### src/rtl/mains_timer_sched_if.sv
// ---------------------------------------------------------------------------
// mains_timer_sched_if
//
// Bundle of the request/response signals between the requesters and the
// shared mains-derived countdown timer.
//
//   req       requester -> scheduler  level request per channel
//   dur_sec   requester -> scheduler  per-channel duration, channel i at
//                                     bits [i*SEC_W +: SEC_W]
//   grant     scheduler -> requester  one-hot owner of the timer
//   busy      scheduler -> requester  timer loaded / running / completing
//   done      scheduler -> requester  one-cycle pulse on owner's bit
//   abort     scheduler -> requester  one-cycle pulse on early withdrawal
//   sec_left  scheduler -> requester  remaining whole seconds, 0 when idle
//
// Modports: master = requester side, slave = scheduler side.
// ---------------------------------------------------------------------------
interface mains_timer_sched_if #(
    parameter int CHANNELS = 4,
    parameter int SEC_W    = 10
);
    logic [CHANNELS-1:0]       req;
    logic [CHANNELS*SEC_W-1:0] dur_sec;
    logic [CHANNELS-1:0]       grant;
    logic                      busy;
    logic [CHANNELS-1:0]       done;
    logic                      abort;
    logic [SEC_W-1:0]          sec_left;

    modport master (
        output req,
        output dur_sec,
        input  grant,
        input  busy,
        input  done,
        input  abort,
        input  sec_left
    );

    modport slave (
        input  req,
        input  dur_sec,
        output grant,
        output busy,
        output done,
        output abort,
        output sec_left
    );
endinterface

### src/rtl/mains_timer_sched.sv
// ---------------------------------------------------------------------------
// mains_timer_sched
//
// Round-robin scheduler sharing one countdown timer between CHANNELS
// requesters. Runs on the mains-frequency clock, prescales it by
// TICKS_PER_SEC to whole seconds, and counts the owner's duration down.
// On expiry the owner's done bit pulses; if the owner drops req first the
// run is aborted with a single abort pulse instead.
//
// Ports:
//   clk_in  mains-frequency clock, all logic on posedge
//   rst     synchronous, active-high reset
//   bus     mains_timer_sched_if.slave (req, dur_sec in; grant, busy,
//           done, abort, sec_left out, all outputs registered)
// ---------------------------------------------------------------------------
module mains_timer_sched #(
    parameter int CHANNELS      = 4,
    parameter int TICKS_PER_SEC = 50,
    parameter int SEC_W         = 10
) (
    input  logic                     clk_in,
    input  logic                     rst,
    mains_timer_sched_if.slave       bus
);

    localparam int CH_W    = (CHANNELS > 1) ? $clog2(CHANNELS) : 1;
    localparam int CW1     = CH_W + 1;
    localparam int PRESC_W = (TICKS_PER_SEC > 1) ? $clog2(TICKS_PER_SEC) : 1;
    localparam logic [PRESC_W-1:0] PRESC_LAST = PRESC_W'(TICKS_PER_SEC - 1);
    localparam logic [CH_W-1:0]    LAST_CH    = CH_W'(CHANNELS - 1);

    typedef enum logic [2:0] {
        S_IDLE  = 3'd0,
        S_LOAD  = 3'd1,
        S_RUN   = 3'd2,
        S_DONE  = 3'd3,
        S_ABORT = 3'd4
    } state_t;

    state_t                state_q, state_d;
    logic [CH_W-1:0]       rr_ptr_q, rr_ptr_d;
    logic [CH_W-1:0]       owner_q, owner_d;
    logic [PRESC_W-1:0]    presc_q, presc_d;
    logic [CHANNELS-1:0]   grant_q, grant_d;
    logic                  busy_q, busy_d;
    logic [CHANNELS-1:0]   done_q, done_d;
    logic                  abort_q, abort_d;
    logic [SEC_W-1:0]      sec_left_q, sec_left_d;

    // Per-channel duration fields and one-hot codes, unpacked once.
    logic [SEC_W-1:0]      dur_arr [CHANNELS];
    logic [CHANNELS-1:0]   onehot_arr [CHANNELS];

    generate
        for (genvar gi = 0; gi < CHANNELS; gi++) begin : g_chan
            assign dur_arr[gi]    = bus.dur_sec[gi*SEC_W +: SEC_W];
            assign onehot_arr[gi] = CHANNELS'(1) << gi;
        end
    endgenerate

    // Round-robin pick: first set request searching upward from rr_ptr,
    // wrapping past CHANNELS-1 back to 0. cand is one bit wider so the
    // sum cannot overflow before the wrap correction.
    logic [CH_W-1:0] pick_idx;
    logic            pick_found;
    logic [CW1-1:0]  cand;

    always_comb begin
        pick_idx   = '0;
        pick_found = 1'b0;
        cand       = '0;
        for (int i = 0; i < CHANNELS; i++) begin
            cand = {1'b0, rr_ptr_q} + CW1'(i);
            if (cand >= CW1'(CHANNELS)) begin
                cand = cand - CW1'(CHANNELS);
            end
            if (!pick_found && bus.req[cand[CH_W-1:0]]) begin
                pick_found = 1'b1;
                pick_idx   = cand[CH_W-1:0];
            end
        end
    end

    logic             owner_req;
    logic [SEC_W-1:0] owner_dur;
    logic [CH_W-1:0]  owner_succ;

    assign owner_req  = bus.req[owner_q];
    assign owner_dur  = dur_arr[owner_q];
    assign owner_succ = (owner_q == LAST_CH) ? '0 : owner_q + 1'b1;

    always_comb begin
        state_d    = state_q;
        rr_ptr_d   = rr_ptr_q;
        owner_d    = owner_q;
        presc_d    = presc_q;
        grant_d    = grant_q;
        sec_left_d = sec_left_q;
        done_d     = '0;
        abort_d    = 1'b0;

        unique case (state_q)
            S_IDLE: begin
                if (pick_found) begin
                    state_d = S_LOAD;
                    owner_d = pick_idx;
                    grant_d = onehot_arr[pick_idx];
                end
            end

            S_LOAD: begin
                if (!owner_req) begin
                    state_d = S_ABORT;
                    abort_d = 1'b1;
                end else begin
                    // Duration is latched here only; later changes are ignored.
                    sec_left_d = owner_dur;
                    presc_d    = '0;
                    if (owner_dur == '0) begin
                        state_d = S_DONE;
                        done_d  = grant_q;
                    end else begin
                        state_d = S_RUN;
                    end
                end
            end

            S_RUN: begin
                // Withdrawal is checked first so it beats a coincident final tick.
                if (!owner_req) begin
                    state_d = S_ABORT;
                    abort_d = 1'b1;
                end else if (presc_q == PRESC_LAST) begin
                    presc_d = '0;
                    if (sec_left_q != '0) begin
                        sec_left_d = sec_left_q - 1'b1;
                    end
                    if (sec_left_q <= SEC_W'(1)) begin
                        state_d = S_DONE;
                        done_d  = grant_q;
                    end
                end else begin
                    presc_d = presc_q + 1'b1;
                end
            end

            S_DONE, S_ABORT: begin
                state_d    = S_IDLE;
                grant_d    = '0;
                rr_ptr_d   = owner_succ;
                sec_left_d = '0;
            end

            default: begin
                state_d = S_IDLE;
            end
        endcase

        busy_d = (state_d == S_LOAD) || (state_d == S_RUN) || (state_d == S_DONE);
    end

    always_ff @(posedge clk_in) begin
        if (rst) begin
            state_q    <= S_IDLE;
            rr_ptr_q   <= '0;
            owner_q    <= '0;
            presc_q    <= '0;
            grant_q    <= '0;
            busy_q     <= 1'b0;
            done_q     <= '0;
            abort_q    <= 1'b0;
            sec_left_q <= '0;
        end else begin
            state_q    <= state_d;
            rr_ptr_q   <= rr_ptr_d;
            owner_q    <= owner_d;
            presc_q    <= presc_d;
            grant_q    <= grant_d;
            busy_q     <= busy_d;
            done_q     <= done_d;
            abort_q    <= abort_d;
            sec_left_q <= sec_left_d;
        end
    end

    assign bus.grant    = grant_q;
    assign bus.busy     = busy_q;
    assign bus.done     = done_q;
    assign bus.abort    = abort_q;
    assign bus.sec_left = sec_left_q;

endmodule

### src/flat_wrapper.sv
// flat-port wrapper written by rule: the top's interface ports become plain ports
module mains_timer_sched_flat 
#(
    parameter int CHANNELS      = 4,
    parameter int TICKS_PER_SEC = 50,
    parameter int SEC_W         = 10
)
  (clk_in, rst, bus_req, bus_dur_sec, bus_grant, bus_busy, bus_done, bus_abort, bus_sec_left);
  mains_timer_sched_if #(.CHANNELS(CHANNELS), .SEC_W(SEC_W)) bus_i ();
  input  logic clk_in;
  input  logic rst;
  input wire logic [$bits(bus_i.req)-1:0] bus_req;
  input wire logic [$bits(bus_i.dur_sec)-1:0] bus_dur_sec;
  output wire logic [$bits(bus_i.grant)-1:0] bus_grant;
  output wire logic [$bits(bus_i.busy)-1:0] bus_busy;
  output wire logic [$bits(bus_i.done)-1:0] bus_done;
  output wire logic [$bits(bus_i.abort)-1:0] bus_abort;
  output wire logic [$bits(bus_i.sec_left)-1:0] bus_sec_left;
  assign bus_i.req = bus_req;
  assign bus_i.dur_sec = bus_dur_sec;
  assign bus_grant = bus_i.grant;
  assign bus_busy = bus_i.busy;
  assign bus_done = bus_i.done;
  assign bus_abort = bus_i.abort;
  assign bus_sec_left = bus_i.sec_left;
  mains_timer_sched #(.CHANNELS(CHANNELS), .TICKS_PER_SEC(TICKS_PER_SEC), .SEC_W(SEC_W)) u_core (.clk_in(clk_in), .rst(rst), .bus(bus_i));
endmodule
### config.mk
export PLATFORM = sky130hd
export DESIGN_NAME = mains_timer_sched_flat
export DESIGN_NICKNAME = d
export VERILOG_FILES = /design/src/rtl/mains_timer_sched_if.sv /design/src/rtl/mains_timer_sched.sv /design/src/flat_wrapper.sv
export SDC_FILE = /design/constraint.sdc
export NUM_CORES = 1
export LEC_CHECK = 0
export ABC_AREA = 1
export ABC_CLOCK_PERIOD_IN_PS = 1400
export CAP_MARGIN = 0
export CELL_PAD_IN_SITES_DETAIL_PLACEMENT = 1
export CELL_PAD_IN_SITES_GLOBAL_PLACEMENT = 1
export CORE_UTILIZATION = 30
export CTS_BUF_LIST = sky130_fd_sc_hd__clkbuf_4 sky130_fd_sc_hd__clkbuf_8 sky130_fd_sc_hd__clkbuf_16
export CTS_CLUSTER_DIAMETER = 40
export DETAILED_ROUTE_END_ITERATION = 10
export GPL_ROUTABILITY_DRIVEN = 0
export PLACE_DENSITY = 0.74
export SLEW_MARGIN = 5
export SYNTH_ARGS = -nofsm -noshare
export SYNTH_HDL_FRONTEND = slang
export SYNTH_SLANG_ARGS = --single-unit
### constraint.sdc
create_clock -name clk_in -period 1.4 [get_ports clk_in]
set_input_delay 0.42 -clock clk_in [delete_from_list [all_inputs] [get_ports clk_in]]
set_output_delay 0.42 -clock clk_in [all_outputs]
set_load 0.02 [all_outputs]
==> results of run 1 <==
per-layer routing:
metal  vias to the layer above  global-route usage  share of wire
met5                         -                   0              0
met2                        55               0.466           0.56
met4                         0              0.0755          0.024
li1                       1567                   -              -
met3                        24              0.0299          0.025
met1                      1648               0.261           0.40
registers in the layout (all words and copies together) (netlist names):
signal,flops
u_core.bus.sec_left,10
u_core.presc_q,6
u_core.bus.done,4
u_core.bus.grant,4
u_core.state_q,3
u_core.owner_q,2
u_core.rr_ptr_q,2
u_core.bus.abort,1
u_core.bus.busy,1
worst paths after layout:
kind / from / slack [ns] / to
setup / recovery: u_core.owner_q[0] / -0.28 / u_core.bus.sec_left[5]
hold / removal: u_core.bus.grant[2] / 0.48 / u_core.bus.done[2]
setup reg to reg: u_core.owner_q[0] / -0.28 / u_core.bus.sec_left[5]
hold reg to reg: u_core.bus.grant[2] / 0.48 / u_core.bus.done[2]
synth_stat cells (4+ instances only):
master,count
nand2_1,107
nor2_1,48
nand3_1,40
inv_1,36
dfxtp_1,33
o21ai_0,18
a21oi_1,13
inv_2,9
nand2_2,8
nor2_2,7
a211oi_2,6
buf_2,5
ha_1,5
nor3_1,5
nor3_2,5
nand4_1,4
o22ai_1,4
xor2_1,4
cell type report:
cell class                      count  area (µm²)
Tap cell                          102         128
Timing Repair inverter              2        15.0
Clock buffer                        6        93.8
Sequential cell                    33         682
Clock inverter                      1        5.00
Fill cell                         964        3170
Multi-Input combinational cell    295        2030
Timing Repair Buffer              163        1480
Inverter                           45         204
repair_timing:
item	4_1_cts	5_1_grt
pin swaps	31	29
gates resized for setup	133	88
hold buffers	0	0
setup endpoints to repair	51	39
setup buffers	12	10
gates cloned	3	2
stage by stage:
step                hold WS [ns]  std cells
detailed placement         0.471        613
CTS                        0.481        635
global route               0.504        647
floorplan                  0.480        385
finish                     0.478        647
global placement           0.472        613
kinds of logic after synthesis:
group / after synthesis / synth area share
and+or+nand+nor: 237 / 0.452
buffers and inverters: 57 / 0.104
AOI/OAI and AO/OA: 49 / 0.133
DFF: 33 / 0.271
adders and majority gates: 5 / 0.0257
xor gates and xnor gates: 4 / 0.0144
worst register-to-register path: cells and delay by family (launching register included):
| kind | cells | cell delay, ns |
|---|---|---|
| AOI/OAI and AO/OA | 3 | 0.35 |
| buffers and inverters | 2 | 0.38 |
| DFF | 1 | 0.41 |
| and+or+nand+nor | 4 | 0.43 |
power groups by stage:
stage | Clock [µW] | Sequential, µW | Combinational, µW
after floorplan | 0 | 1590 | 2660
after global placement | 0 | 1390 | 4770
after detailed placement | 0 | 1410 | 4930
after CTS | 836 | 1400 | 5790
after global routing | 894 | 1470 | 7530
final | 828 | 1450 | 7080
==> summary.md, run 1 <==
| Metric | Value |
|---|---|
| Slew Limit Fails | `0` |
| Mapped Area | `2440 µm²` |
| Dpl hpwl | `7.02 mm` |
| Sw frac | `0.481` |
| Initial DRC count | `131` |
| Chip Height | `92.2 µm` |
| ANT cells | `0` |
| Drt drc | `0` |
| Pre-CTS setup slack | `-0.727 ns` |
| Synth cell types | `38` |
| First-pass GRT wire length | `16.0 mm` |
| Post-Syn Instances | `385` |
| Combinational share of power | `0.757` |
| Commonest non-fill, non-tap cells in the layout | `buf_4, nand2_1, clkdlybuf4s50_1, nand2_2, nor2_1` |
| Pwr Density | `2020 nW/µm²` |
| Ys Warns | `0` |
| Initial Util | `0.312` |
| Sequential share of the synthesized area | `0.271` |
| Number of max-cap violations | `0` |
| CTS H-tree depth | `2` |
| Setup CP Type | `flip-flop to flip-flop` |
| Number of global-route vias before repair | `3,454` |
| Setup violations, final | `30` |
| CTS Sinks | `33` |
| Die area | `8490 µm²` |
| CTS Root Cell | `clkbuf_8` |
| CP endpoint kind | `flip-flop` |
| Synth Flop Type | `dfxtp_1` |
| Fin crit period | `between 1.5 and 2 ns` |
| Post-synth ARST share | `0` |
| R2R depth | `9` |
| Sequence of cells on the critical path | `buf_8, nor2_4, a21oi_4, nor2_4, o21ai_4, nand4_4, clkbuf_16, nor2_2, a211oi_2` |
| Fin crit share | `1.20` |
| Clk pwr share | `0.089` |
| Setup Total Neg Slack | `-6.48 ns` |
| Final Hold Fails | `0` |
| Worst Slack Setup Final | `-0.285 ns` |
| Static Leak | `0.00211 µW` |
| Yosys reg bits | `33` |
| RSZ-0062 raised after global routing | `yes` |
| Drt pass-1 iters | `4` |
| Crit path required time | `around 1.6 ns` |
| Levels on crit path | `9` |
| Core Area | `around 8000 µm²` |
| Worst path arrival time | `1.88 ns` |
| Worst min path class | `flip-flop to flip-flop` |
| CTS Buffer Depth | `2` |
| Slowest cell on the critical path | `dfxtp_4` |
| Later-pin clock latency in the skew report | `0.30 ns` |
| Fin area | `4640 µm²` |
| CP startpoint kind | `flip-flop` |
| Synth-to-Final Area Change | `90.1%` |
| Yosys top cell by area | `dfxtp_1` |
| Row count | `32` |
| CTS tree | `built` |
| Delay-heaviest family, CP | `simple AND/OR/NAND/NOR gates` |
| WL/cell | `18.1 µm` |
| Setup Skew | `0.00343 ns` |
| Clock transition at path regs | `approximately 0.070 ns` |
| F_max | `a little under 600 MHz` |
| Via count | `3,294` |
| Failing checks | `setup timing` |
| Layout Utilization | `0.594` |
| Die W | `between 90 and 100 µm` |
| Syn Nets | `about 440` |
| Relative slew margins | `0.727` |
| Switching power | `~4500 µW` |
| Most common cell after layout, fill and taps aside | `buf_4` |
| Total Wirelength | `11.7 mm` |
| Worst Path Max Fanout | `10` |
| Post-DRT Antenna Nets | `0` |
| Total Nets Final | `596` |
| Internal | `4860 µW` |
| Post-synthesis average cell area | `6.33 µm²` |
| Ranking of synthesized cells by area | `dfxtp_1, nand2_1, nand3_1` |
| Max incr delay on CP | `just over 0.4 ns` |
| Top cell type's share of synthesized area | `0.271` |
| Via density | `5.09` |
| Status | `finished, violations left` |
| Largest net degree at the start of global routing | `21` |
| Buf/Inv on CP | `2` |
| Number of synthesized flops with an enable pin | `0` |
| Overflow after GRT | `0` |
| Hold path depth | `2` |
| Total Power | `roughly 9400 µW` |
| Total GRT Usage | `0.238` |
| CP most frequent cell | `nor2_4` |
| Part of the power in registers | `0.155` |
| PortBufs | `65` |
| Worst-Margin Slew | `approximately 0.41 ns` |
| Layout cells sized above 1 | `0.490` |
| Peak supply drop | `1.05 mV` |
| DP Area | `3750 µm²` |
| Initial antenna violation count | `0` |
| # IOs | `66` |
| CTS Buf Count | `5` |
Note: power is estimated with default switching activity, not from simulation.
==> run 2, diff against run 1 <==
CTS_BUF_LIST = unset   (was sky130_fd_sc_hd__clkbuf_4 sky130_fd_sc_hd__clkbuf_8 sky130_fd_sc_hd__clkbuf_16)
==> results of run 2 <==
No change in the layout: final DEF, timing and power equal those of run 1.
==> run 3, diff against run 2 <==
==> constraint.sdc (replaced) <==
create_clock -name clk_in -period 1.4 [get_ports clk_in]
set_input_delay 0.14 -clock clk_in [delete_from_list [all_inputs] [get_ports clk_in]]
set_output_delay 0.14 -clock clk_in [all_outputs]
set_load 0.02 [all_outputs]
==> run 3 against run 2 <==
Against the previous run: the run still ends with setup timing left; clock-buffer cell count increased by 1; cell area increased by 6.3%; clock power is 14% higher; cell count is 1.1% higher; sequential cell count unchanged; maximum frequency down 7.8%; combinational power increased by 10%; critical endpoint is now u_core.bus.busy.
==> summary.md, run 3 (same netlist as run 1, synthesis figures left out) <==
| Metric | Value |
|---|---|
| Clk pwr share | `0.093 (+0.004)` |
| Via count | `3,478 (+5.6%)` |
| CTS Sinks | `33 (unchanged)` |
| CP startpoint kind | `flip-flop` |
| Worst-Margin Slew | `0.325 ns (-0.0828 ns)` |
| Initial Util | `0.312 (unchanged)` |
| Hold path depth | `2 (unchanged)` |
| Placed insts | `621 (+1.3%)` |
| Reg2reg end | `u_core.bus.busy` |
| Setup slack, reg-to-reg | `-0.43 ns (-0.14 ns)` |
| Relative slew margins | `0.782 (+0.0552)` |
| Dpl hpwl | `6.87 mm (-2.0%)` |
| Synth-to-Final Area Change | `102%` |
| CTS H-tree depth | `2 (unchanged)` |
| Hold_buf cts | `0 (unchanged)` |
| Most common cell after layout, fill and taps aside | `buf_4` |
| Drt pass-1 iters | `4 (unchanged)` |
| Die area | `8490 µm² (unchanged)` |
| Slew Limit Fails | `0 (unchanged)` |
| Internal | `5250 µW (+8.1%)` |
| CTS tree | `built` |
| Initial DRC count | `132 (+0.76%)` |
| Initial antenna violation count | `0 (unchanged)` |
| Worst Path Max Fanout | `6 (-4)` |
| Setup violations, final | `31 (+3.3%)` |
| RR Startpoint | `u_core.owner_q[0]` |
| Largest net degree at the start of global routing | `21 (unchanged)` |
| PortBufs | `65 (unchanged)` |
| DP Area | `3810 µm² (+1.6%)` |
| Final Hold Fails | `0 (unchanged)` |
| Sequential cell area | `688 µm² (+0.92%)` |
| Fin cells | `654 (+1.1%)` |
| Later-pin clock latency in the skew report | `0.31 ns (about the same)` |
| F_max | `547 MHz (-7.8%)` |
| Commonest non-fill, non-tap cells in the layout | `buf_4, nand2_1, clkdlybuf4s50_1, nand2_2, inv_1` |
| # IOs | `66 (unchanged)` |
| Crit. Startpoint | `u_core.owner_q[0]` |
| Layout cells sized above 1 | `0.529 (+0.0391)` |
| CTS Root Cell | `clkbuf_8` |
| Overflow after GRT | `0 (unchanged)` |
| ANT cells | `0 (unchanged)` |
| Total Nets Final | `602 (+1.0%)` |
| CTS Buffer Depth | `2 (unchanged)` |
| Setup Skew | `0.0109 ns (+0.00748 ns)` |
| Max reg flops | `10 (unchanged)` |
| First-pass GRT wire length | `18.2 mm (+13%)` |
| Clock transition at path regs | `0.08 ns (about the same)` |
| Core Area | `7810 µm² (unchanged)` |
| R2R depth | `11 (+2)` |
| Sw frac | `0.485 (+0.00480)` |
| Number of max-cap violations | `0 (unchanged)` |
| Switching power | `4950 µW (+10%)` |
| Static Leak | `0.00227 µW (+7.8%)` |
| Worst min path class | `flip-flop to flip-flop` |
| Worst Slack Setup Final | `-0.427 ns (-0.142 ns)` |
| Chip Height | `92.2 µm (unchanged)` |
| Setup CP Type | `flip-flop to flip-flop` |
| Fill cells | `941 (-2.4%)` |
| Number of global-route vias before repair | `3,717 (+7.6%)` |
| Peak supply drop | `1.03 mV (-2.4%)` |
| Fin area | `4930 µm² (+6.3%)` |
| Via density | `5.32 (+4.5%)` |
| WL/cell | `20.9 µm (+15%)` |
| Total Wirelength | `13.6 mm (+16%)` |
| Post-DRT Antenna Nets | `0 (unchanged)` |
| Worst path arrival time | `2.06 ns (+0.18 ns)` |
| Pwr Density | `2070 nW/µm² (+2.6%)` |
| Fin crit share | `1.30 (+0.101)` |
| Area of the multi-input gates | `2180 µm² (+7.4%)` |
| Total GRT Usage | `0.276 (+0.0383)` |
| Die W | `92.2 µm (unchanged)` |
| Layout Utilization | `0.631 (+0.0377)` |
| Hold path endpoint | `u_core.bus.done[2]` |
| Failing checks | `setup timing` |
| Part of the power in registers | `0.144 (-0.011)` |
| Combinational share of power | `0.764 (+0.007)` |
| CP endpoint kind | `flip-flop` |
| Row count | `32 (unchanged)` |
| Hold_sp | `u_core.bus.grant[2]` |
| Fin crit period | `1.83 ns (+0.142 ns)` |
| Total Power | `10,200 µW (+9.1%)` |
| Crit path required time | `1.64 ns (+0.04 ns)` |
| Status | `finished, violations left` |
| Drt drc | `0 (unchanged)` |
| RSZ-0062 raised after global routing | `yes` |
| CTS Buf Count | `5 (unchanged)` |
## run 3: cell types whose count changed in the layout (fill, tap and decap cells not counted), moves of 6 or more
| cell | previous run | this run |
|---|---|---|
| clkbuf_2 | 9 | 0 |
| dlymetal6s2s_1 | 0 | 7 |
| nand2_1 | 66 | 58 |
| nand2_4 | 19 | 25 |
| dlygate4sd2_1 | 7 | 13 |
| buf_6 | 7 | 14 |
| nand3_1 | 28 | 21 |
## run 3: how the worst max path moves through the flow
stage,endpoint,cells past startpoint
final,u_core.bus.busy,11
after global routing,u_core.bus.busy,10
after CTS,u_core.bus.sec_left[5],11
after detailed placement,u_core.owner_q[0],12
after global placement,u_core.presc_q[1],10
after floorplan,u_core.bus.sec_left[8],10
## run 3: layout make-up
type                       instances  area share
multi-input combinational        295       0.442
timing repair buffer             171       0.331
inverter                          45      0.0388
tap                              102      0.0259
clock buffer                       7      0.0218
sequential                        33       0.140
clock inverter                     1     0.00152
## run 3: routing by layer
layer | wire length, µm | global-route usage | share of wire | vias to the layer above
met2 | 7430 | 0.533 | 0.54 | 112
met4 | 699 | 0.130 | 0.051 | 0
met3 | 485 | 0.0547 | 0.036 | 59
met5 | 0 | 0 | 0 | -
met1 | 5030 | 0.281 | 0.37 | 1726
li1 | - | - | - | 1581
## run 3: metrics by stage
step           TNS (ns)  worst slack [ns]  hold WS [ns]
2_1_floorplan    -0.118           -0.0291         0.213
3_3_place_gp     -10.11            -0.421         0.461
3_5_place_dp     -11.49            -0.488         0.463
4_1_cts           -3.87            -0.216         0.480
5_1_grt          -10.17            -0.428         0.506
6_report          -7.85            -0.427         0.504
## run 3: repair_timing
item,4_1_cts,5_1_grt
gates resized for setup,136,92
buffers inserted,13,10
gates cloned,3,0
pin swaps,28,27
endpoints found under the setup margin,43,35
## run 3: worst max-delay path, stage by stage (launching register included)
cell      delay, ns
dfxtp_4        0.44
inv_6          0.07
buf_12         0.14
buf_16         0.14
nand2_4        0.06
nand3_4        0.06
nand2_4        0.10
nand4_1        0.13
nand3b_1       0.27
nand3_2        0.14
o21ai_1        0.08
inv_1          0.10
## run 3: power by group through the flow
stage	registers (µW)	clock network, µW	logic, µW
final	1460	944	7790
after global routing	1490	993	8200
after CTS	1420	936	6410
after detailed placement	1400	0	5090
after global placement	1390	0	4930
after floorplan	1590	0	2670
